File: src/rtl/hrm_regbank.sv
// Bank of NREG signed registers with a load/move/bump/clear write port, registered zero/neg flags and a sticky bump-overflow flag.
// One-edge write latency; no handshake. The combinational read port R never sees the write in flight.
module hrm_regbank #(
    parameter int WIDTH = 8,
    parameter int NREG  = 4,
    parameter int SAT   = 1,
    localparam int IW   = $clog2(NREG)
) (
    input  logic             clk,
    input  logic             rst,
    input  logic [WIDTH-1:0] iInbox,
    input  logic [WIDTH-1:0] iAlu,
    input  logic [WIDTH-1:0] iMem,
    input  logic [1:0]       muxR,
    input  logic [1:0]       op,
    input  logic             wR,
    input  logic [IW-1:0]    wIdx,
    input  logic [IW-1:0]    rdIdx,
    input  logic             clrOvf,
    output logic [WIDTH-1:0] R,
    output logic             oZero,
    output logic             oNeg,
    output logic             oOvf
);

    localparam logic [WIDTH-1:0] MAXV = {1'b0, {(WIDTH-1){1'b1}}};
    localparam logic [WIDTH-1:0] MINV = {1'b1, {(WIDTH-1){1'b0}}};

    logic [WIDTH-1:0] regs [NREG];
    logic [WIDTH-1:0] cur;
    logic [WIDTH-1:0] src;
    logic [WIDTH:0]   cur_x;
    logic [WIDTH:0]   bump_x;
    logic             bump_ovf;
    logic [WIDTH-1:0] bump_val;
    logic [WIDTH-1:0] wval;
    logic             ovf_set;

    assign R     = regs[rdIdx];
    assign cur   = regs[wIdx];
    assign cur_x = {cur[WIDTH-1], cur};

    always_comb begin
        src = iInbox;
        case (muxR)
            2'b00: src = iInbox;
            2'b01: src = iAlu;
            2'b10: src = iMem;
            2'b11: src = regs[rdIdx];
            default: src = iInbox;
        endcase
    end

    // Sign-extended one extra bit so overflow shows up as a mismatch of the top two bits.
    always_comb begin
        bump_x = cur_x;
        if (op == 2'b01)
            bump_x = cur_x + {{WIDTH{1'b0}}, 1'b1};
        else
            bump_x = cur_x - {{WIDTH{1'b0}}, 1'b1};
        bump_ovf = bump_x[WIDTH] ^ bump_x[WIDTH-1];
        bump_val = bump_x[WIDTH-1:0];
        if (SAT != 0 && bump_ovf)
            bump_val = (op == 2'b01) ? MAXV : MINV;
    end

    always_comb begin
        wval    = '0;
        ovf_set = 1'b0;
        case (op)
            2'b00: wval = src;
            2'b01, 2'b10: begin
                wval    = bump_val;
                ovf_set = wR & bump_ovf;
            end
            default: wval = '0;
        endcase
    end

    always_ff @(posedge clk) begin
        if (rst) begin
            for (int i = 0; i < NREG; i++)
                regs[i] <= '0;
            oZero <= 1'b1;
            oNeg  <= 1'b0;
            oOvf  <= 1'b0;
        end else begin
            if (wR) begin
                regs[wIdx] <= wval;
                oZero      <= (wval == '0);
                oNeg       <= wval[WIDTH-1];
            end
            // A new overflow outranks a simultaneous clear.
            if (ovf_set)
                oOvf <= 1'b1;
            else if (clrOvf)
                oOvf <= 1'b0;
        end
    end

endmodule
File: config.mk
export PLATFORM = sky130hd
export DESIGN_NAME = hrm_regbank
export DESIGN_NICKNAME = d
export VERILOG_FILES = /design/src/rtl/hrm_regbank.sv
export SDC_FILE = /design/constraint.sdc
export NUM_CORES = 1
export LEC_CHECK = 0
export BUFFER_PORTS_ARGS = -buffer_cell sky130_fd_sc_hd__buf_2
export CAP_MARGIN = 40
export CORE_MARGIN = 2
export CORE_UTILIZATION = 50
export DETAILED_ROUTE_END_ITERATION = 10
export PLACE_DENSITY = 0.77
export SYNTH_ARGS = -nofsm -noshare
export SYNTH_HDL_FRONTEND = slang
export SYNTH_SLANG_ARGS = --single-unit
File: constraint.sdc
create_clock -name clk -period 3.62 [get_ports clk]
set_clock_uncertainty 0.15 [all_clocks]
set_input_delay 0.362 -clock clk [delete_from_list [all_inputs] [get_ports clk]]
set_output_delay 0.362 -clock clk [all_outputs]
set_load 0.02 [all_outputs]
; ---- Word level (Yosys, flattened, before mapping)
; Memory sizes are Yosys's and may differ from the RTL's.
; Cells that the tools add are included.
[classes]
n_addsub = 2
eq_ne = 5
muxes = 16
bitwise = 2
n_reduce_logical = 6
[op_table]
columns = op, count
row1 = 8-bit one-hot mux with 4 select lines, 1
row2 = 8-bit 2-to-1 mux, 3
row3 = 8-bit one-hot mux with 2 select lines, 1
row4 = 8-bit by 2-bit adder with 9-bit output (second input constant), 1
row5 = 1-bit 2-to-1 mux, 9
row6 = 9-bit 2-to-1 mux, 1
row7 = 8-bit by 2-bit subtractor with 9-bit output (second input constant), 1
row8 = 8-bit zero test, 1
row9 = 8-bit OR reduction, 1
row10 = 2-bit == test (second input constant), 3
row11 = 2-bit by 1-bit == test with 1-bit output (second input constant), 2
row12 = 2-bit zero test, 2
row13 = 2-bit 2-to-1 mux, 1
row14 = 2-bit nonzero test, 1
row15 = 2-bit OR reduction, 1
row16 = 1-bit bitwise AND, 1
row17 = 1-bit bitwise XOR, 1
[word_totals]
reg_bits = 3
mem_bits_rw = 32
input_bits = 36
out_inout_bits = 11
word_cells = 35
memories = 1
[mem_list]
columns = memory, words, word_bits, rd, rd_ports_with_merged_regs, write_ports, line
row1 = regs, 4, 8, 2, 0, 4, 29  ; logic [WIDTH-1:0] regs [NREG];

; ---- Logic depth before layout (Yosys ltp)
; Gate-level depths: netlist (run 1).
; An unclocked memory read counts as a cell.
[depth]
word_depth = 7
depth_mapped = 13
depth_no_buf = 12

; ---- Least setup slack after synthesis (run 1)
; Ideal clock, no wire load.
[synth_timing]
path_kind = in2reg
start = input port wIdx[0]
end = register oZero
setup_ns = 0.122
t_arrival_ns = 3.544
path_slack_ns = -0.196
cell_stages = 12
path_cell_list = buf_1 mux4_2 ha_1 a21oi_1 o221ai_2 a221o_1 and3_4 or3b_1 buf_2 o311a_4 nand4_2 o31ai_1
[synth_via]
elab_chain_cells = 7
elab_cells_between_ends = 8
cone_classes = add/sub (2) / mux (3) / bitwise (1) / reduce/logical (1) / memory (1)
[synth_rtl]
columns = item, line
row1 = from (decl), 17  ; input logic [IW-1:0] wIdx,
row2 = memory read 4 x 8 bit *, n/a
row3 = 8-bit by 2-bit subtractor with 9-bit output or 8-bit by 2-bit adder with 9-bit output (tied branches), "60, 58"
row4 = 9-bit 2-to-1 mux *, 57  ; if (op == 2'b01)
row5 = 1-bit bitwise XOR, 61  ; bump_ovf = bump_x[WIDTH] ^ bump_x[WIDTH-1];
row6 = 8-bit 2-to-1 mux *, 63  ; if (SAT != 0 && bump_ovf)
row7 = 8-bit one-hot mux with 2 select lines *, 70  ; case (op)
row8 = 8-bit zero test *, 90  ; oZero <= (wval == '0);
row9 = to (signal assigned), 90
row10 = to (decl), 21  ; output logic oZero,
; Mark *: on every way between the ends. The rest lies on a longest branch, timed or not.
; A chain may end at the register's enable or synchronous reset.

==> impl_results.md, run 1 <==
* Average instance area after synthesis at 12.5 µm²
* Setup TNS at 0 ps
* Max frequency at slightly below 300 MHz
* Post-detailed-routing wire length at 5.87 mm
* Initial antenna violation count at 0
* Total area of sequential cells at 1020 µm²
* PwrDens at 394 nW/µm²
* Yosys reg bits at 35
* Worst-case setup slack after placement at -27.1 ps
* Clk buf depth at 2
* Area growth from synthesis to layout at 21.9%
* Startpoint types: flip-flop
* Clock root buffer: clkbuf_8
* Final HPWL DP at 4.56 mm
* Count of routing violations after the opening detailed-route iteration at 111
* Warnings, synthesis at 0
* DRC violations left at 0
* TritonCTS clock tree: yes
* Net count after synthesis at 239
* Reg2reg start: regs[3][2]
* Area taken by multi-input logic gates at 1330 µm²
* Average wire per standard cell at 18.7 µm
* Number of flops mapped to enable cells by yosys at 32
* Antenna cell count at 0
* Wire length of the first global-routing pass at 9.30 mm
* Origin of the worst min-delay path: rst
* Worst setup path category: flip-flop to flip-flop
* Share of synthesized area occupied by flip-flops and latches at 0.424
* Capturing element type of the critical path: flip-flop
* Post-synthesis async set-or-reset flop share at 0
* Post-synthesis share of cell area spent on full adders, half adders and majority gates at 0.0603
* Count of fill cells added during filler insertion at 353
* Pin count of the biggest net entering global routing at 12
* Final count of pins violating max slew at 0
* Global router's overall resource usage at 0.236
* Row cnt at 25
* Ports placed on the boundary at between 40 and 50
* Slowest cell on crit path: mux4_2
* Endpoints failing hold at 0
* MaxCap Viol Count at 0
* CTS H-Tree Depth at 2
* Mux share of post-synthesis cell area at 0.228
* Status: finished clean
* Leakage at between 1 and 1.5 nW
* Post-route ant nets at 0
* Basic-gate share of the synthesized area counting and, or, nand and nor cells at 0.143
* Min cycle time layout at 3380 ps
* Top Family by Delay on Critical Path: compound AO/OA/AOI/OAI gates
* Number of sinks on the clock net at 35
* Req. time, crit path at between 3000 and 4000 ps
* Critical path fanouts, max at 7
* Clk_lat worst skew at between 200 and 300 ps
* Critical path arrival at approximately 3400 ps
* Hold crit path type: input pin to flip-flop
* Number of buffers inserted during clock tree synthesis at 5
* Horizontal die dimension at 73.4 µm
* Synthesized-area fraction occupied by ao, oa, aoi and oai cells at 0.105
* IR Drop Worst-Case VDD at around 220 µV
* Headroom to the max-slew limit at 0.641
* Final period utilization at 0.934
* Mapped Area at between 2000 and 2500 µm²
* Number of iterations in the first detailed-routing pass at 4
* Transition at the pin with the smallest max-transition slack at around 540 ps
* Total congestion overflow after global routing at 0
* Number of cells on the worst reg-to-reg path at 10
* Setup Viol. Count Final at 0
* Total Die Area at 5390 µm²
* Vias in the first global route at 1897
* Vias per Instance at around 6.0
* Max incr delay on CP at 480 ps
* Fraction of synthesized cell area in xor and xnor cells at 0.0146
* Net total in the final layout at 306
* Post-synthesis instance total at about 190
* Routability Congestion at about 0.87
* Flop-to-flop setup slack at 240 ps
* Starting density of the core at 0.513
* Largest family of logic cells by synthesized area: multiplexers
* Ordered cell list for the critical path: mux4_2 -> ha_1 -> a21oi_1 -> o221ai_2 -> a221o_1 -> and3_4 -> or3b_1 -> o211a_1 -> buf_4 -> nor2_1
* Post-synth cell types at 44
* IO Port Bufs at 46
* Clock transition at the registers of the reported paths at ~70 ps
* Standard cell core area at 4690 µm²
* Top FF cell, synth: edfxtp_1
* Share of cells above drive strength 1 at 0.415
* Number of buffer and inverter stages on the critical path at 1
* Final worst-path setup slack at 239 ps
* Via count at around 1900
* Worst Hold Endpoint: oOvf
* Y dimension of the die at 73.4 µm
* Number of instances on the worst hold path at 2
* Reg2reg end: regs[2][0]
* Unrepaired setup endpoints after global routing: false
layout make-up:
type                            instances  share of cell area
Clock inverter                          3             0.00512
Multi-Input combinational cell        141               0.453
Tap cell                               54              0.0230
Clock buffer                            5              0.0234
Sequential cell                        35               0.348
Timing Repair Buffer                   70               0.140
Inverter                                6             0.00767
cell families after synthesis:
group	after synthesis
mux	26
xor+xnor	4
buf+inv	16
flops	35
simple gates	71
compound gates	29
fa+ha+maj	11
per-stage QoR:
step                std cells  hold WS [ps]   util  total power (W)  area [µm²]
global route              314           200  0.626          0.00121        2940
floorplan                 192           281      -         0.000746        2410
CTS                       314           193  0.625          0.00116        2930
detailed placement        306           328  0.607         0.000896        2850
global placement          306           312  0.607         0.000886        2850
finish                    314           197  0.626          0.00116        2940
cells in the final DEF, fill, tap and decap left out, types with 3 or more instances in the layout:
master / count
mux4_2: 23
inv_1: 6
buf_4: 24
a21oi_1: 7
nor2_1: 39
edfxtp_1: 32
ha_1: 10
mux2i_1: 3
o211a_1: 5
dfxtp_1: 3
nand3_1: 3
nand2_1: 8
nand2b_1: 7
o211ai_1: 3
buf_2: 46
clkbuf_8: 5
Yosys cell counts, types with 2 or more instances:
library cell	number	area, µm²
ha_1	10	125
clkbuf_1	7	26.3
nor2_1	39	146
xor2_1	2	17.5
o211a_1	5	50.1
a211oi_1	2	15.0
or3_1	2	12.5
mux2i_1	3	30.0
buf_1	2	7.51
a21oi_1	7	35.0
nor2b_1	2	12.5
dfxtp_1	3	60.1
edfxtp_1	32	961
nand3_1	3	15.0
xnor2_1	2	17.5
o211ai_1	3	22.5
nand2b_1	7	43.8
mux4_2	23	518
inv_1	6	22.5
nand2_1	8	30.0
power breakdown:
part	internal [W]	switching [W]	total (W)
registers	0.000470	0.0000120	0.000482
logic	0.000199	0.000211	0.000410
clock network	0.000130	0.000135	0.000266
total	0.000799	0.000358	0.00116
sequential cells by signal (all words and copies together), names as in the netlist:
signal	cells
regs	32
oNeg	1
oOvf	1
oZero	1
worst reg2reg max path: cells and delay by family, from the launching register on:
kind	cells	cell delay, ps
compound gates	4	980
fa+ha+maj	1	340
buf+inv	1	150
flops	1	380
mux	1	480
simple gates	3	760
timing repair:
action / in CTS / in global routing
buffers inserted: 0 / 0
gates resized for setup: 0 / 1
hold buffers: 0 / 0
setup endpoints to repair: 0 / 7
worst max path at each step:
stage,endpoint,cells after the start,from
after floorplan,oZero,12,wIdx[0]
after global placement,regs[0][7],12,wIdx[0]
after detailed placement,regs[3][3],11,wIdx[0]
after CTS,regs[3][3],10,regs[2][4]
after global routing,oZero,11,regs[0][2]
final,regs[2][0],10,regs[3][2]
metal layers:
layer  global-route usage  vias to the layer above  share of wire  routed length (µm)
met1                0.286                      940           0.40                2350
met3               0.0453                        8          0.047                 274
met5                    0                        -              0                   0
met4               0.0525                        0          0.013                  74
li1                     -                      881              -                   -
met2                0.436                       44           0.54                3170
(Power assumes the default switching activity.)
==> run 2: changes to the inputs <==
==> constraint.sdc (replaced) <==
create_clock -name clk -period 3.62 [get_ports clk]
set_clock_uncertainty 0.15 [all_clocks]
set_input_delay 0.543 -clock clk [delete_from_list [all_inputs] [get_ports clk]]
set_output_delay 0.543 -clock clk [all_outputs]
set_load 0.02 [all_outputs]
==> run 2 against run 1 <==
Compared with the run above:
- critical path depth increased by 2
- via count increased by 2.7%
- combinational power increased by 6.1%
- largest power group unchanged
- non-clock buffer count increased by 6
- register-to-register slack improved by 90 ps
- die area unchanged
- final area increased by 2.9%
- total power increased by 2.8%
- worst setup slack got worse by 52 ps
- clock power increased by 2%
- count of clock-buffer cells in the layout increased by 2
- first-iteration DRC count increased by 22%
==> impl_results.md, run 2 (synthesis gave the netlist of run 1 again) <==
* Req. time, crit path at 3490 ps (-110 ps)
* Capturing element type of the critical path: flip-flop
* Final count of pins violating max slew at 0 (unchanged)
* Most prevalent standard cell on the critical path: buf_4
* Post-route ant nets at 0 (unchanged)
* Timing startpoint of the critical path: wIdx[0]
* Final HPWL DP at 4.69 mm (+2.8%)
* IR Drop Worst-Case VDD at 273 µV (+24%)
* Startpoint types: input pin
* Fin cells at 320 (+1.9%)
* Pin count of the biggest net entering global routing at 12 (unchanged)
* PwrDens at 394 nW/µm² (about the same)
* Layout Cell Area excl Fill at 3020 µm² (+2.9%)
* Leakage at 1.23 nW (+3.0%)
* Starting density of the core at 0.513 (unchanged)
* Status: finished clean
* Vias in the first global route at 2042 (+7.6%)
* Final worst-path setup slack at 187 ps (-52.2 ps)
* Final period utilization at 0.948 (+0.0144)
* MaxCap Viol Count at 0 (unchanged)
* Clk buf depth at 2 (unchanged)
* Transition at the pin with the smallest max-transition slack at 480 ps (-59.5 ps)
* Clk_lat worst skew at 290 ps (about the same)
* Via count at 1923 (+2.7%)
* CTS H-Tree Depth at 2 (unchanged)
* Slowest cell on crit path: mux4_2
* Flip-flop count of the largest register after layout at 32 (unchanged)
* Average wire per standard cell at 19.1 µm (+2.1%)
* Share of cells above drive strength 1 at 0.440 (+0.0245)
* Net total in the final layout at 312 (+2.0%)
* Most common library cell in the layout ignoring fill and taps: buf_2
* Number of sinks on the clock net at 35 (unchanged)
* Row cnt at 25 (unchanged)
* Internal portion of total power at 0.000825 W (+3.2%)
* Critical path fanouts, max at 6 (-1)
* Total Die Area at 5390 µm² (unchanged)
* Clock root buffer: clkbuf_8
* Endpoints failing hold at 0 (unchanged)
* Relative contribution of the clock network to total power at 0.229 (about the same)
* Register with the most flip-flops: regs
* Commonest cells after routing, fill and taps aside: 45 x buf_2, 39 x nor2_1, 32 x edfxtp_1
* Worst setup path category: input pin to flip-flop
* Hold crit path type: flip-flop to flip-flop
* Number of iterations in the first detailed-routing pass at 4 (unchanged)
* Vias per Instance at 6.01 (+0.74%)
* Logic pwr share at 0.366 (+0.012)
* TritonCTS clock tree: yes
* Y dimension of the die at 73.4 µm (unchanged)
* Clock transition at the registers of the reported paths at 70 ps (about the same)
* Antenna cell count at 0 (unchanged)
* Area after detailed placement at 2930 µm² (+2.9%)
* Unrepaired setup endpoints after global routing: false
* Headroom to the max-slew limit at 0.680 (+0.0397)
* Count of routing violations after the opening detailed-route iteration at 135 (+22%)
* Routed wire length on met2 at 3.15 mm (-0.82%)
* Worst-case setup slack after placement at -217 ps (-190 ps)
* Horizontal die dimension at 73.4 µm (unchanged)
* Post-detailed-routing wire length at 6.11 mm (+4.0%)
* Number of buffers inserted during clock tree synthesis at 5 (unchanged)
* Initial antenna violation count at 0 (unchanged)
* Global router's overall resource usage at 0.249 (+0.0124)
* Min cycle time layout at 3430 ps (+52.2 ps)
* Standard cell core area at 4690 µm² (unchanged)
* Switch share at 0.306 (-0.00289)
* Critical path arrival at 3310 ps (-60 ps)
* Reg2reg start: regs[3][5]
* Ports placed on the boundary at 47 (unchanged)
* Switching power total at 0.000364 W (+1.8%)
* Met3 routed wirelength at 248 µm (-9.5%)
* DRC violations left at 0 (unchanged)
* Routability Congestion at 0.927 (+6.9%)
* Met1 WL at 2.55 mm (+8.6%)
* Ordered cell list for the critical path: clkbuf_4 -> buf_12 -> mux4_2 -> ha_1 -> and4_1 -> a221o_1 -> buf_4 -> or3_1 -> o211ai_1 -> a2bb2oi_2 -> buf_4 -> nor2_1
* Total power of the final layout at 0.00119 W (+2.8%)
* Post-CTS setup repair buffer count at 0 (unchanged)
* Wire length of the first global-routing pass at 9.74 mm (+4.7%)
* IO Port Bufs at 46 (unchanged)
* Share of power burned in registers at 0.406 (-0.010)
* DP Cell Count at 312 (+2.0%)
* Total congestion overflow after global routing at 0 (unchanged)
* Final-layout worst hold slack at 324 ps (+127 ps)
* Origin of the worst min-delay path: oOvf
* Area growth from synthesis to layout at 25.4%
* Max frequency at 291 MHz (-1.5%)
* Max incr delay on CP at 490 ps (about the same)
* Top routing layer in use: met4
* Setup Viol. Count Final at 0 (unchanged)
## run 2: cell count changes in the layout (fill, tap and decap cells not counted), moves of 2 or more
cell,previous run,this run
buf_4,24,29
clkbuf_1,0,2
clkinv_1,2,0
ha_4,0,2
ha_1,10,8
## run 2: worst paths after layout
kind / slack, ps / cells after the start / endpoint
hold reg to reg: 320 / 2 / oOvf
hold / removal: 320 / 2 / oOvf
setup / recovery: 190 / 12 / regs[3][7]
setup reg to reg: 330 / 10 / regs[3][7]
## run 2: metal layers
metal	vias to the layer above	global-route usage
li1	894	-
met1	961	0.300
met2	53	0.431
met3	15	0.0439
met4	0	0.119
met5	-	0
## run 2: timing repair
action	4_1_cts	5_1_grt
hold endpoints to repair	0	0
resized for setup	0	3
endpoints found under the setup margin	0	30
hold buffers	0	0
## run 2: area by class of cell
cell class / instances / area (µm²)
clock buffer: 7 / 76.3
clock inverter: 1 / 5.00
fill: 370 / 1670
inverter: 6 / 22.5
multi-input combinational: 141 / 1360
sequential: 35 / 1020
tap: 54 / 67.6
timing repair buffer: 76 / 470
## run 2: power by group through the flow
stage	clock network (W)	registers (W)	logic (W)
3_5_place_dp	0	0.000491	0.000428
4_1_cts	0.000277	0.000482	0.000430
2_1_floorplan	0	0.000491	0.000261
3_3_place_gp	0	0.000489	0.000420
5_1_grt	0.000296	0.000485	0.000470
6_report	0.000272	0.000482	0.000435
## run 2: per-stage QoR
step                      setup TNS (ps)   util
final                                  0  0.643
after global routing                   0  0.643
after CTS                              0  0.642
after detailed placement           -5110  0.624
after global placement             -4230  0.624
after floorplan                        0      -
## run 2: worst max-delay path: cells and delay by family
family / cells / cell delay, ps
multiplexers: 1 / 490
adder cells (fa/ha/maj): 1 / 300
AND/OR/NAND/NOR: 3 / 590
AO/OA/AOI/OAI: 3 / 750
buffers and inverters: 4 / 640
